===== src/rtl/seq_alu_exec_pkg.sv =====
// ============================================================================
// Module  : alu_pkg
// Brief   : ALU control codes shared with the control decoder, plus FSM states
// Revision: 1.0
// ============================================================================
`default_nettype none

package alu_pkg;

    localparam logic [3:0] c_alu_and = 4'b0000;
    localparam logic [3:0] c_alu_or  = 4'b0001;
    localparam logic [3:0] c_alu_add = 4'b0010;
    localparam logic [3:0] c_alu_sll = 4'b0011;
    localparam logic [3:0] c_alu_srl = 4'b0100;
    localparam logic [3:0] c_alu_sra = 4'b0101;
    localparam logic [3:0] c_alu_sub = 4'b0110;
    localparam logic [3:0] c_alu_slt = 4'b0111;
    localparam logic [3:0] c_alu_mul = 4'b1000;

    typedef enum logic [1:0] {
        S_IDLE = 2'd0,
        S_EXEC = 2'd1,
        S_DONE = 2'd2
    } state_t;

    function automatic logic is_shift(input logic [3:0] code);
        return (code == c_alu_sll) || (code == c_alu_srl) || (code == c_alu_sra);
    endfunction

endpackage

`default_nettype wire


===== src/rtl/seq_alu_exec_if.sv =====
// ============================================================================
// Module  : seq_alu_exec_if
// Brief   : Operand-side and result-side valid/ready bundle of the exec unit
// Revision: 1.0
// ============================================================================
`default_nettype none

interface seq_alu_exec_if #(
    parameter int WIDTH = 32
);
    logic             in_valid;
    logic             in_ready;
    logic [3:0]       alu_ctrl;
    logic [WIDTH-1:0] op_a;
    logic [WIDTH-1:0] op_b;
    logic             out_valid;
    logic             out_ready;
    logic [WIDTH-1:0] result;
    logic             zero;
    logic             illegal;

    modport master (
        output in_valid, alu_ctrl, op_a, op_b, out_ready,
        input  in_ready, out_valid, result, zero, illegal
    );

    modport slave (
        input  in_valid, alu_ctrl, op_a, op_b, out_ready,
        output in_ready, out_valid, result, zero, illegal
    );
endinterface

`default_nettype wire


===== src/rtl/seq_alu_exec_alu_comb.sv =====
// ============================================================================
// Module  : alu_comb
// Brief   : Single-cycle AND/OR/ADD/SUB/SLT slice; o_legal low for other codes
// Revision: 1.0
// ============================================================================
`default_nettype none

module alu_comb
    import alu_pkg::*;
#(
    parameter int WIDTH = 32
) (
    input  wire logic [3:0]       i_ctrl,
    input  wire logic [WIDTH-1:0] i_a,
    input  wire logic [WIDTH-1:0] i_b,
    output logic      [WIDTH-1:0] o_y,
    output logic                  o_legal
);

    always_comb begin
        o_y     = '0;
        o_legal = 1'b1;
        case (i_ctrl)
            c_alu_and: o_y = i_a & i_b;
            c_alu_or:  o_y = i_a | i_b;
            c_alu_add: o_y = i_a + i_b;
            c_alu_sub: o_y = i_a - i_b;
            c_alu_slt: o_y = {{(WIDTH-1){1'b0}}, ($signed(i_a) < $signed(i_b))};
            default:   o_legal = 1'b0;
        endcase
    end

endmodule

`default_nettype wire


===== src/rtl/seq_alu_exec.sv =====
// ============================================================================
// Module  : seq_alu_exec
// Brief   : Registered ALU with bit-serial shifts and shift-add multiply
// Revision: 1.0
// ============================================================================
`default_nettype none

module seq_alu_exec
    import alu_pkg::*;
#(
    parameter int WIDTH  = 32,
    parameter bit MUL_EN = 1'b1
) (
    input  wire logic       clk,
    input  wire logic       reset,
    seq_alu_exec_if.slave   bus
);

    localparam int SHW = $clog2(WIDTH);
    localparam int CW  = SHW + 1;

    state_t           state_q,   state_d;
    logic [3:0]       op_q,      op_d;
    logic [WIDTH-1:0] acc_q,     acc_d;
    logic [WIDTH-1:0] mcand_q,   mcand_d;
    logic [WIDTH-1:0] mplier_q,  mplier_d;
    logic [CW-1:0]    cnt_q,     cnt_d;
    logic [WIDTH-1:0] result_q,  result_d;
    logic             zero_q,    zero_d;
    logic             illegal_q, illegal_d;

    logic             w_accept;
    logic [SHW-1:0]   w_amt;
    logic             w_is_shift;
    logic             w_is_mul;
    logic [WIDTH-1:0] w_y;
    logic             w_legal;
    logic [WIDTH-1:0] w_fast;
    logic [WIDTH-1:0] w_step;

    alu_comb #(.WIDTH(WIDTH)) u_alu_comb (
        .i_ctrl  (bus.alu_ctrl),
        .i_a     (bus.op_a),
        .i_b     (bus.op_b),
        .o_y     (w_y),
        .o_legal (w_legal)
    );

    assign w_accept   = bus.in_valid && (state_q == S_IDLE);
    assign w_amt      = bus.op_b[SHW-1:0];
    assign w_is_shift = is_shift(bus.alu_ctrl);
    assign w_is_mul   = (MUL_EN != 1'b0) && (bus.alu_ctrl == c_alu_mul);
    assign w_fast     = w_legal ? w_y : '0;

    // One iteration of the serial datapath; MUL is the only non-shift op in EXEC.
    always_comb begin
        w_step = acc_q;
        case (op_q)
            c_alu_sll: w_step = acc_q << 1;
            c_alu_srl: w_step = acc_q >> 1;
            c_alu_sra: w_step = {acc_q[WIDTH-1], acc_q[WIDTH-1:1]};
            default:   w_step = acc_q + (mplier_q[0] ? mcand_q : '0);
        endcase
    end

    always_comb begin
        state_d   = state_q;
        op_d      = op_q;
        acc_d     = acc_q;
        mcand_d   = mcand_q;
        mplier_d  = mplier_q;
        cnt_d     = cnt_q;
        result_d  = result_q;
        zero_d    = zero_q;
        illegal_d = illegal_q;
        case (state_q)
            S_IDLE: begin
                if (w_accept) begin
                    op_d = bus.alu_ctrl;
                    if (w_is_shift && (w_amt != '0)) begin
                        acc_d   = bus.op_a;
                        cnt_d   = {1'b0, w_amt};
                        state_d = S_EXEC;
                    end else if (w_is_mul) begin
                        acc_d    = '0;
                        mcand_d  = bus.op_a;
                        mplier_d = bus.op_b;
                        cnt_d    = CW'(WIDTH);
                        state_d  = S_EXEC;
                    end else if (w_is_shift) begin
                        result_d  = bus.op_a;
                        zero_d    = (bus.op_a == '0);
                        illegal_d = 1'b0;
                        state_d   = S_DONE;
                    end else begin
                        result_d  = w_fast;
                        zero_d    = (w_fast == '0);
                        illegal_d = !w_legal;
                        state_d   = S_DONE;
                    end
                end
            end
            S_EXEC: begin
                acc_d    = w_step;
                mcand_d  = mcand_q << 1;
                mplier_d = mplier_q >> 1;
                cnt_d    = cnt_q - CW'(1);
                if (cnt_q == CW'(1)) begin
                    result_d  = w_step;
                    zero_d    = (w_step == '0);
                    illegal_d = 1'b0;
                    state_d   = S_DONE;
                end
            end
            S_DONE: begin
                if (bus.out_ready) begin
                    state_d = S_IDLE;
                end
            end
            default: state_d = S_IDLE;
        endcase
    end

    always_ff @(posedge clk) begin
        if (reset) begin
            state_q   <= S_IDLE;
            op_q      <= '0;
            acc_q     <= '0;
            mcand_q   <= '0;
            mplier_q  <= '0;
            cnt_q     <= '0;
            result_q  <= '0;
            zero_q    <= 1'b0;
            illegal_q <= 1'b0;
        end else begin
            state_q   <= state_d;
            op_q      <= op_d;
            acc_q     <= acc_d;
            mcand_q   <= mcand_d;
            mplier_q  <= mplier_d;
            cnt_q     <= cnt_d;
            result_q  <= result_d;
            zero_q    <= zero_d;
            illegal_q <= illegal_d;
        end
    end

    assign bus.in_ready  = (state_q == S_IDLE);
    assign bus.out_valid = (state_q == S_DONE);
    assign bus.result    = result_q;
    assign bus.zero      = zero_q;
    assign bus.illegal   = illegal_q;

endmodule

`default_nettype wire


===== src/flat_wrapper.sv =====
// flat-port wrapper written by rule: the top's interface ports become plain ports
module seq_alu_exec_flat import alu_pkg::*;
#(
    parameter int WIDTH  = 32,
    parameter bit MUL_EN = 1'b1
)
  (clk, reset, bus_in_valid, bus_alu_ctrl, bus_op_a, bus_op_b, bus_out_ready, bus_in_ready, bus_out_valid, bus_result, bus_zero, bus_illegal);
  seq_alu_exec_if #(.WIDTH(WIDTH)) bus_i ();
  input  wire logic clk;
  input  wire logic reset;
  input wire logic [$bits(bus_i.in_valid)-1:0] bus_in_valid;
  input wire logic [$bits(bus_i.alu_ctrl)-1:0] bus_alu_ctrl;
  input wire logic [$bits(bus_i.op_a)-1:0] bus_op_a;
  input wire logic [$bits(bus_i.op_b)-1:0] bus_op_b;
  input wire logic [$bits(bus_i.out_ready)-1:0] bus_out_ready;
  output wire logic [$bits(bus_i.in_ready)-1:0] bus_in_ready;
  output wire logic [$bits(bus_i.out_valid)-1:0] bus_out_valid;
  output wire logic [$bits(bus_i.result)-1:0] bus_result;
  output wire logic [$bits(bus_i.zero)-1:0] bus_zero;
  output wire logic [$bits(bus_i.illegal)-1:0] bus_illegal;
  assign bus_i.in_valid = bus_in_valid;
  assign bus_i.alu_ctrl = bus_alu_ctrl;
  assign bus_i.op_a = bus_op_a;
  assign bus_i.op_b = bus_op_b;
  assign bus_i.out_ready = bus_out_ready;
  assign bus_in_ready = bus_i.in_ready;
  assign bus_out_valid = bus_i.out_valid;
  assign bus_result = bus_i.result;
  assign bus_zero = bus_i.zero;
  assign bus_illegal = bus_i.illegal;
  seq_alu_exec #(.WIDTH(WIDTH), .MUL_EN(MUL_EN)) u_core (.clk(clk), .reset(reset), .bus(bus_i));
endmodule

===== config.mk =====
export PLATFORM = sky130hd
export DESIGN_NAME = seq_alu_exec_flat
export DESIGN_NICKNAME = d
export VERILOG_FILES = /design/src/rtl/seq_alu_exec_pkg.sv /design/src/rtl/seq_alu_exec_if.sv /design/src/rtl/seq_alu_exec_alu_comb.sv /design/src/rtl/seq_alu_exec.sv /design/src/flat_wrapper.sv
export SDC_FILE = /design/constraint.sdc
export NUM_CORES = 1
export LEC_CHECK = 0
export CAP_MARGIN = 5
export CORE_MARGIN = 4
export CORE_UTILIZATION = 40
export DETAILED_ROUTE_END_ITERATION = 10
export PLACE_DENSITY = 0.55
export SKIP_CTS_REPAIR_TIMING = 1
export SLEW_MARGIN = 20
export SYNTH_ARGS = -nofsm -noshare
export SYNTH_HDL_FRONTEND = slang
export SYNTH_HIERARCHICAL = 1
export SYNTH_SLANG_ARGS = --single-unit

===== constraint.sdc =====
create_clock -name clk -period 10.7 [get_ports clk]
set_input_delay 1.605 -clock clk [delete_from_list [all_inputs] [get_ports clk]]
set_output_delay 1.605 -clock clk [all_outputs]
set_load 0.05 [all_outputs]

==> impl_metrics.py, run 1 <==
metrics = {
    "min_path": {
        "hold_path_class": "reg -> reg",
        "hold_depth": 2,
    },
    "timing": {
        "setup_viol": 0,
        "min_period_over_period_pct": 59.01,
        "fin_crit_ns": 6.314,
        "rsz0062_at_grt": "false",
        "final_max_slew_viol_count": 0,
        "slew_headroom_pct": 30.30,
        "skew_ns": 0.02367,
        "timing.final.hold_violations": 0,
        "worst_pin_slew_ns": 1.045,
        "timing.setup.tns_ns": 0,
        "max_freq_ghz": 0.1584,
    },
    "synthesis": {
        "synth-main-ff-cell": "dfxtp_1",
        "synth_top_family_by_area": "compound AO/OA/AOI/OAI gates",
        "ys_warn_count": 6,
        "synth-compound-area-share_pct": 33.56,
        "synthAdderAreaFrac_pct": 12.33,
        "synth_cell_types": 87,
        "syn_nets": 2213,
        "yosys.area_share.simple_pct": 24.87,
        "synth_edf_count": 0,
        "ys_seq_area_share_pct": 20.18,
        "ys_ff_latch": 142,
        "synth_cells": 2004,
        "synth_area_sq_um": 14090,
        "ys_async_sr_fraction_pct": 0,
        "synth-xor-area-share_pct": 1.669,
        "synth.avg_cell_area_sq_um": 7.031,
        "synthMuxAreaShare_pct": 0.4262,
    },
    "setup_path": {
        "worst-r2r-cell-count": 12,
        "required_ns": 11.05,
        "endpoint_kind": "flop",
        "crit_type": "in -> reg",
        "crit_arrival_ns": 6.66,
        "startpoint_type": "input port",
        "crit_path_max_fanout": 6,
    },
    "clocking": {
        "clkLatencyLatePin_ns": 0.46,
        "clk_pin_slew_ns": 0.07,
        "h-tree-depth": 4,
        "cts_tree": "yes",
        "clockRootBuffer": "clkbuf_16",
        "clkSinkCount": 142,
        "cts_buffers": 17,
        "clockBufferDepth": 2,
    },
    "detailed_routing": {
        "ant_nets": 0,
        "routedWlPerCell_um": 22.71,
        "drt_iter0_drc": 1918,
        "routed_wl_um": 56170,
        "drt_pass1_iterations": 8,
        "viasPerCell": 6.288,
        "route.vias.total": 15550,
        "drc": 0,
    },
    "finish": {
        "nets": 2214,
        "layout-drive-gt1-share_pct": 4.509,
        "fillCellCount": 3571,
        "area_growth_pct": 13.44,
        "num_antenna_cells": 0,
    },
    "floorplan": {
        "die-area_sq_um": 38290,
        "die_h_um": 195.7,
        "core_area_sq_um": 34630,
        "die_width_um": 195.7,
        "num_rows": 68,
        "start_util_pct": 40.69,
        "ios": 108,
    },
    "pwr": {
        "power_uw": 1854,
        "power_density_nw_per_um2": 116.0,
        "peakVddDrop_uv": 119.8,
        "power.leakage_uw": 0.006311,
    },
    "global_routing": {
        "grt_pass1_wl_um": 86820,
        "grt_max_degree": 87,
        "grt_pass1_vias": 14680,
        "antenna_found_initial": 1,
        "track_usage_pct": 28.23,
        "overflow": 0,
    },
    "placement": {
        "hpwl_um": 40990,
        "gp_congestion": 0.9241,
        "place.port_buffers": 107,
    },
    "status": {
        "status": "finished clean",
    },
    "run": {
        "drv_cap": 0,
    },
}
[flip-flops by register name, summed over array words and instances, names as in the netlist]
signal / flops
u_core/acc_q: 32
u_core/bus.result: 32
u_core/mcand_q: 32
u_core/mplier_q: 32
u_core/cnt_q: 6
u_core/op_q: 4
u_core/state_q: 2
u_core/bus.illegal: 1
u_core/bus.zero: 1
[report_power, final]
| group | internal, uW | total [uW] | switching (uW) |
|---|---|---|---|
| clock network | 355 | 640 | 285 |
| logic | 211 | 611 | 400 |
| registers | 565 | 602 | 37.3 |
| total | 1130 | 1850 | 722 |
[layout by cell type, fill, tap and decap left out, types with 13 or more instances in the layout]
| cell type | netlist | layout |
|---|---|---|
| a22oi_1 | 23 | 23 |
| nand3_1 | 65 | 65 |
| a21o_1 | 39 | 39 |
| a311oi_1 | 64 | 64 |
| nor4_1 | 30 | 29 |
| nand4_1 | 18 | 18 |
| nand2_1 | 271 | 271 |
| and2_1 | 39 | 39 |
| dfxtp_1 | 142 | 141 |
| buf_4 | 4 | 22 |
| a31oi_1 | 15 | 15 |
| clkdlybuf4s50_1 | 0 | 106 |
| clkbuf_16 | 0 | 17 |
| a221oi_1 | 24 | 24 |
| a21oi_1 | 174 | 173 |
| o21ai_0 | 87 | 87 |
| nor2_1 | 207 | 201 |
| xnor2_1 | 17 | 17 |
| nand2b_1 | 16 | 15 |
| nor3_1 | 54 | 54 |
| a221o_1 | 32 | 32 |
| o21ai_1 | 13 | 13 |
| o211ai_1 | 24 | 24 |
| a211oi_1 | 35 | 35 |
| ha_1 | 134 | 134 |
| nor2b_1 | 13 | 13 |
| o21bai_1 | 18 | 18 |
| o221ai_1 | 25 | 25 |
| inv_1 | 106 | 106 |
[layer usage]
metal	wire [um]	part of all wire, %	vias up	track usage [%]
met5	20	0.036	-	0
met4	1149	2.0	2	7.008
met3	3788	6.7	77	3.778
met2	25540	45	629	45.15
met1	25670	46	7482	40.33
li1	-	-	7360	-
[stage by stage]
| step | cells | area, sq um | worst slack [ns] | utilization (%) | hold slack (ns) |
|---|---|---|---|---|---|
| finish | 2473 | 15980 | 4.386 | 46.16 | 0.4563 |
| global route | 2473 | 15980 | 4.041 | 46.16 | 0.4847 |
| CTS | 2473 | 15980 | 4.406 | 46.15 | 0.4607 |
| detailed placement | 2441 | 15390 | 3.972 | 44.43 | 0.4499 |
| global placement | 2441 | 15390 | 4.076 | 44.43 | 0.4423 |
| floorplan | 2004 | 14090 | 5.791 | - | 0.4499 |
[worst max-delay path, cell delays in order]
cell	delay (ns)
clkdlybuf4s50_1	0.67
inv_1	0.12
ha_1	0.24
fa_1	0.42
nor2_1	0.17
o221ai_1	0.21
a211oi_1	0.32
o21ai_1	0.19
a21oi_1	0.29
o32a_1	0.31
a21oi_1	0.16
o41ai_1	0.60
nand4b_1	0.21
nor4_1	0.26
nand4_1	0.20
o21ai_0	0.24
o2111ai_1	0.14
a21o_1	0.24
o41ai_2	0.05
[path summary, 6_finish.rpt]
| path | startpoint | endpoint | slack, ns |
|---|---|---|---|
| max | bus_op_a[0] | u_core/bus.zero | 4.39 |
| min | u_core/bus.result[31] | u_core/bus.result[31] | 0.46 |
| max reg2reg | u_core/mplier_q[0] | u_core/bus.zero | 6.03 |
| min reg2reg | u_core/bus.result[31] | u_core/bus.result[31] | 0.46 |
[cell type report]
| class | instances | area [sq um] | share of cell area [%] |
|---|---|---|---|
| multi-input cells | 1609 | 10350 | 64.73 |
| flip-flops and latches | 142 | 2844 | 17.79 |
| repair buffers | 128 | 1226 | 7.672 |
| well taps | 455 | 569.3 | 3.562 |
| clock buffers | 19 | 442.9 | 2.771 |
| inverters | 107 | 401.6 | 2.513 |
| clock inverters | 13 | 152.6 | 0.9551 |
[cells in the mapped netlist, types with 8 or more instances]
cell type / n / share of area, %
a211o_1: 10 / 0.62
a211oi_1: 35 / 1.9
a21o_1: 39 / 2.1
a21oi_1: 174 / 6.2
a221o_1: 32 / 2.3
a221oi_1: 24 / 1.5
a22o_1: 11 / 0.68
a22oi_1: 23 / 1.2
a311oi_1: 64 / 4.0
a31oi_1: 15 / 0.67
and2_1: 39 / 1.7
and3_1: 8 / 0.36
buf_1: 10 / 0.27
buf_2: 8 / 0.28
clkbuf_1: 123 / 3.3
dfxtp_1: 142 / 20
ha_1: 134 / 12
inv_1: 106 / 2.8
nand2_1: 271 / 7.2
nand2b_1: 16 / 0.71
nand3_1: 65 / 2.3
nand4_1: 18 / 0.80
nor2_1: 207 / 5.5
nor2b_1: 13 / 0.58
nor3_1: 54 / 1.9
nor4_1: 30 / 1.3
o211ai_1: 24 / 1.3
o21a_1: 9 / 0.48
o21ai_0: 87 / 3.1
o21ai_1: 13 / 0.46
o21bai_1: 18 / 0.96
o221ai_1: 25 / 1.6
o22ai_1: 8 / 0.36
o31ai_1: 9 / 0.48
or3_1: 11 / 0.49
xnor2_1: 17 / 1.1
xor2_1: 8 / 0.50
[cells by family (layout without fill, tap and decap cells)]
kind of cell | Yosys count | after routing
buf+inv | 253 | 267
simple gates | 766 | 766
fa+ha+maj | 137 | 137
compound gates | 674 | 674
xor+xnor | 26 | 26
mux | 6 | 6
flops | 142 | 142
No activity file was read; power rests on OpenSTA's default activity.
==> run 2, diff against run 1 <==
==> constraint.sdc (replaced) <==
create_clock -name clk -period 6.2 [get_ports clk]
set_input_delay 0.93 -clock clk [delete_from_list [all_inputs] [get_ports clk]]
set_output_delay 0.93 -clock clk [all_outputs]
set_load 0.05 [all_outputs]
==> impl_metrics.py, run 2 (same netlist as run 1, synthesis figures left out) <==
metrics = {
    "timing": {
        "timing.setup.tns_ns": 0,
        "max_freq_ghz": 0.1777,
        "worst_pin_slew_ns": 1.163,
        "slew_headroom_pct": 22.45,
        "final_max_slew_viol_count": 0,
        "min_period_over_period_pct": 90.75,
        "setup_slack_ns": 0.5733,
        "rsz0062_at_grt": "false",
        "fin_crit_ns": 5.627,
        "timing.final.hold_violations": 0,
        "skew_ns": 0.009680,
        "setup_viol": 0,
    },
    "global_routing": {
        "grt_pass1_vias": 14780,
        "track_usage_pct": 28.40,
        "antenna_found_initial": 1,
        "overflow": 0,
        "grt_pass1_wl_um": 87270,
        "grt_max_degree": 90,
    },
    "setup_path": {
        "crit_arrival_ns": 5.97,
        "worst-r2r-cell-count": 12,
        "r2r-end": "u_core/bus.zero",
        "setup.worst_path.start": "bus_op_a[0]",
        "ff2ff_setup_slack_ns": 1.50,
        "startpoint_type": "input port",
        "endpoint_kind": "flop",
        "required_ns": 6.54,
        "endpoint": "u_core/bus.zero",
        "crit_type": "in -> reg",
        "crit_path_max_fanout": 6,
        "r2r_start": "u_core/mplier_q[0]",
    },
    "placement": {
        "hpwl_um": 42210,
        "place.port_buffers": 107,
        "gp_congestion": 0.9788,
        "place_ws_ns": 0.2128,
    },
    "finish": {
        "final_common_cell": "nand2_1",
        "fillCellCount": 3584,
        "nets": 2231,
        "layout-drive-gt1-share_pct": 5.209,
        "utilization_pct": 46.66,
        "area_growth_pct": 14.68,
        "most-common-layout-cells": "nand2_1 (271), nor2_1 (202), a21oi_1 (173)",
    },
    "min_path": {
        "hold_path_class": "reg -> reg",
    },
    "detailed_routing": {
        "routed_wl_um": 56770,
        "routedWlPerCell_um": 22.79,
        "drt_iter0_drc": 1462,
        "route.vias.total": 15690,
        "drc": 0,
        "drt_pass1_iterations": 7,
        "ant_nets": 0,
        "viasPerCell": 6.299,
    },
    "clocking": {
        "clockRootBuffer": "clkbuf_16",
        "cts_tree": "yes",
        "h-tree-depth": 4,
        "clockBufferDepth": 2,
        "clkSinkCount": 142,
        "clk_pin_slew_ns": 0.07,
        "cts_buffers": 17,
        "clkLatencyLatePin_ns": 0.45,
    },
    "floorplan": {
        "ios": 108,
        "start_util_pct": 40.69,
        "core_area_sq_um": 34630,
        "die-area_sq_um": 38290,
        "die_width_um": 195.7,
        "die_h_um": 195.7,
        "num_rows": 68,
    },
    "run": {
        "drv_cap": 0,
    },
    "pwr": {
        "power_uw": 3265,
        "power_density_nw_per_um2": 202.1,
        "peakVddDrop_uv": 218.8,
        "power.leakage_uw": 0.006409,
    },
    "status": {
        "status": "finished clean",
    },
}
==> run 2: cell type report <==
class                   count  area (sq um)  area share (%)
multi-input cells        1609         10340           64.02
inverters                 107         401.6           2.486
diodes                      1         2.502         0.01549
flip-flops and latches    142          2844           17.60
repair buffers            145          1366           8.456
clock buffers              20         446.7           2.764
well taps                 455         569.3           3.523
clock inverters            12         183.9           1.138
==> run 2: worst min path at each step <==
stage                     startpoint                     to  slack [ns]  depth (start not counted)
2_1_floorplan    u_core/mplier_q[31]    u_core/mplier_q[31]        0.45                          2
3_3_place_gp   u_core/bus.result[15]  u_core/bus.result[15]        0.44                          2
3_5_place_dp   u_core/bus.result[16]  u_core/bus.result[16]        0.45                          2
4_1_cts        u_core/bus.result[13]  u_core/bus.result[13]        0.46                          2
5_1_grt        u_core/bus.result[13]  u_core/bus.result[13]        0.47                          2
6_report       u_core/bus.result[16]  u_core/bus.result[16]        0.45                          2
==> run 2: power by group <==
part           switching (uW)  internal [uW]  total, uW
clock network             468            688       1160
registers                63.7            975       1040
logic                     697            373       1070
total                    1230           2040       3270
==> run 2: per-layer routing <==
| metal | global-route usage, % | share of wire, % | up-vias |
|---|---|---|---|
| li1 | - | - | 7415 |
| met1 | 40.78 | 45 | 7516 |
| met2 | 44.31 | 45 | 672 |
| met3 | 4.259 | 7.1 | 85 |
| met4 | 8.120 | 2.5 | 2 |
| met5 | 0 | 0.023 | - |
==> run 2: through the flow <==
stage	instances	hold slack (ns)	instance area, sq um
final	2491	0.4517	16160
after global routing	2490	0.4733	16160
after CTS	2490	0.4557	16150
after detailed placement	2458	0.4469	15520
after global placement	2458	0.4418	15520
after floorplan	2004	0.4499	14090
==> run 2: critical path, stage by stage <==
cell and delay, ns:
clkdlybuf4s50_1 0.67, inv_1 0.12, ha_1 0.25, fa_1 0.43
nor2_1 0.16, o221ai_1 0.20, a211oi_1 0.34, o21ai_1 0.20
a21oi_1 0.27, o32a_1 0.27, a21oi_1 0.17, o41ai_1 0.59
nand4b_1 0.20, nor4_1 0.26, nand4_1 0.21, o21ai_0 0.28
o2111ai_1 0.14, a21o_1 0.23, o41ai_2 0.05
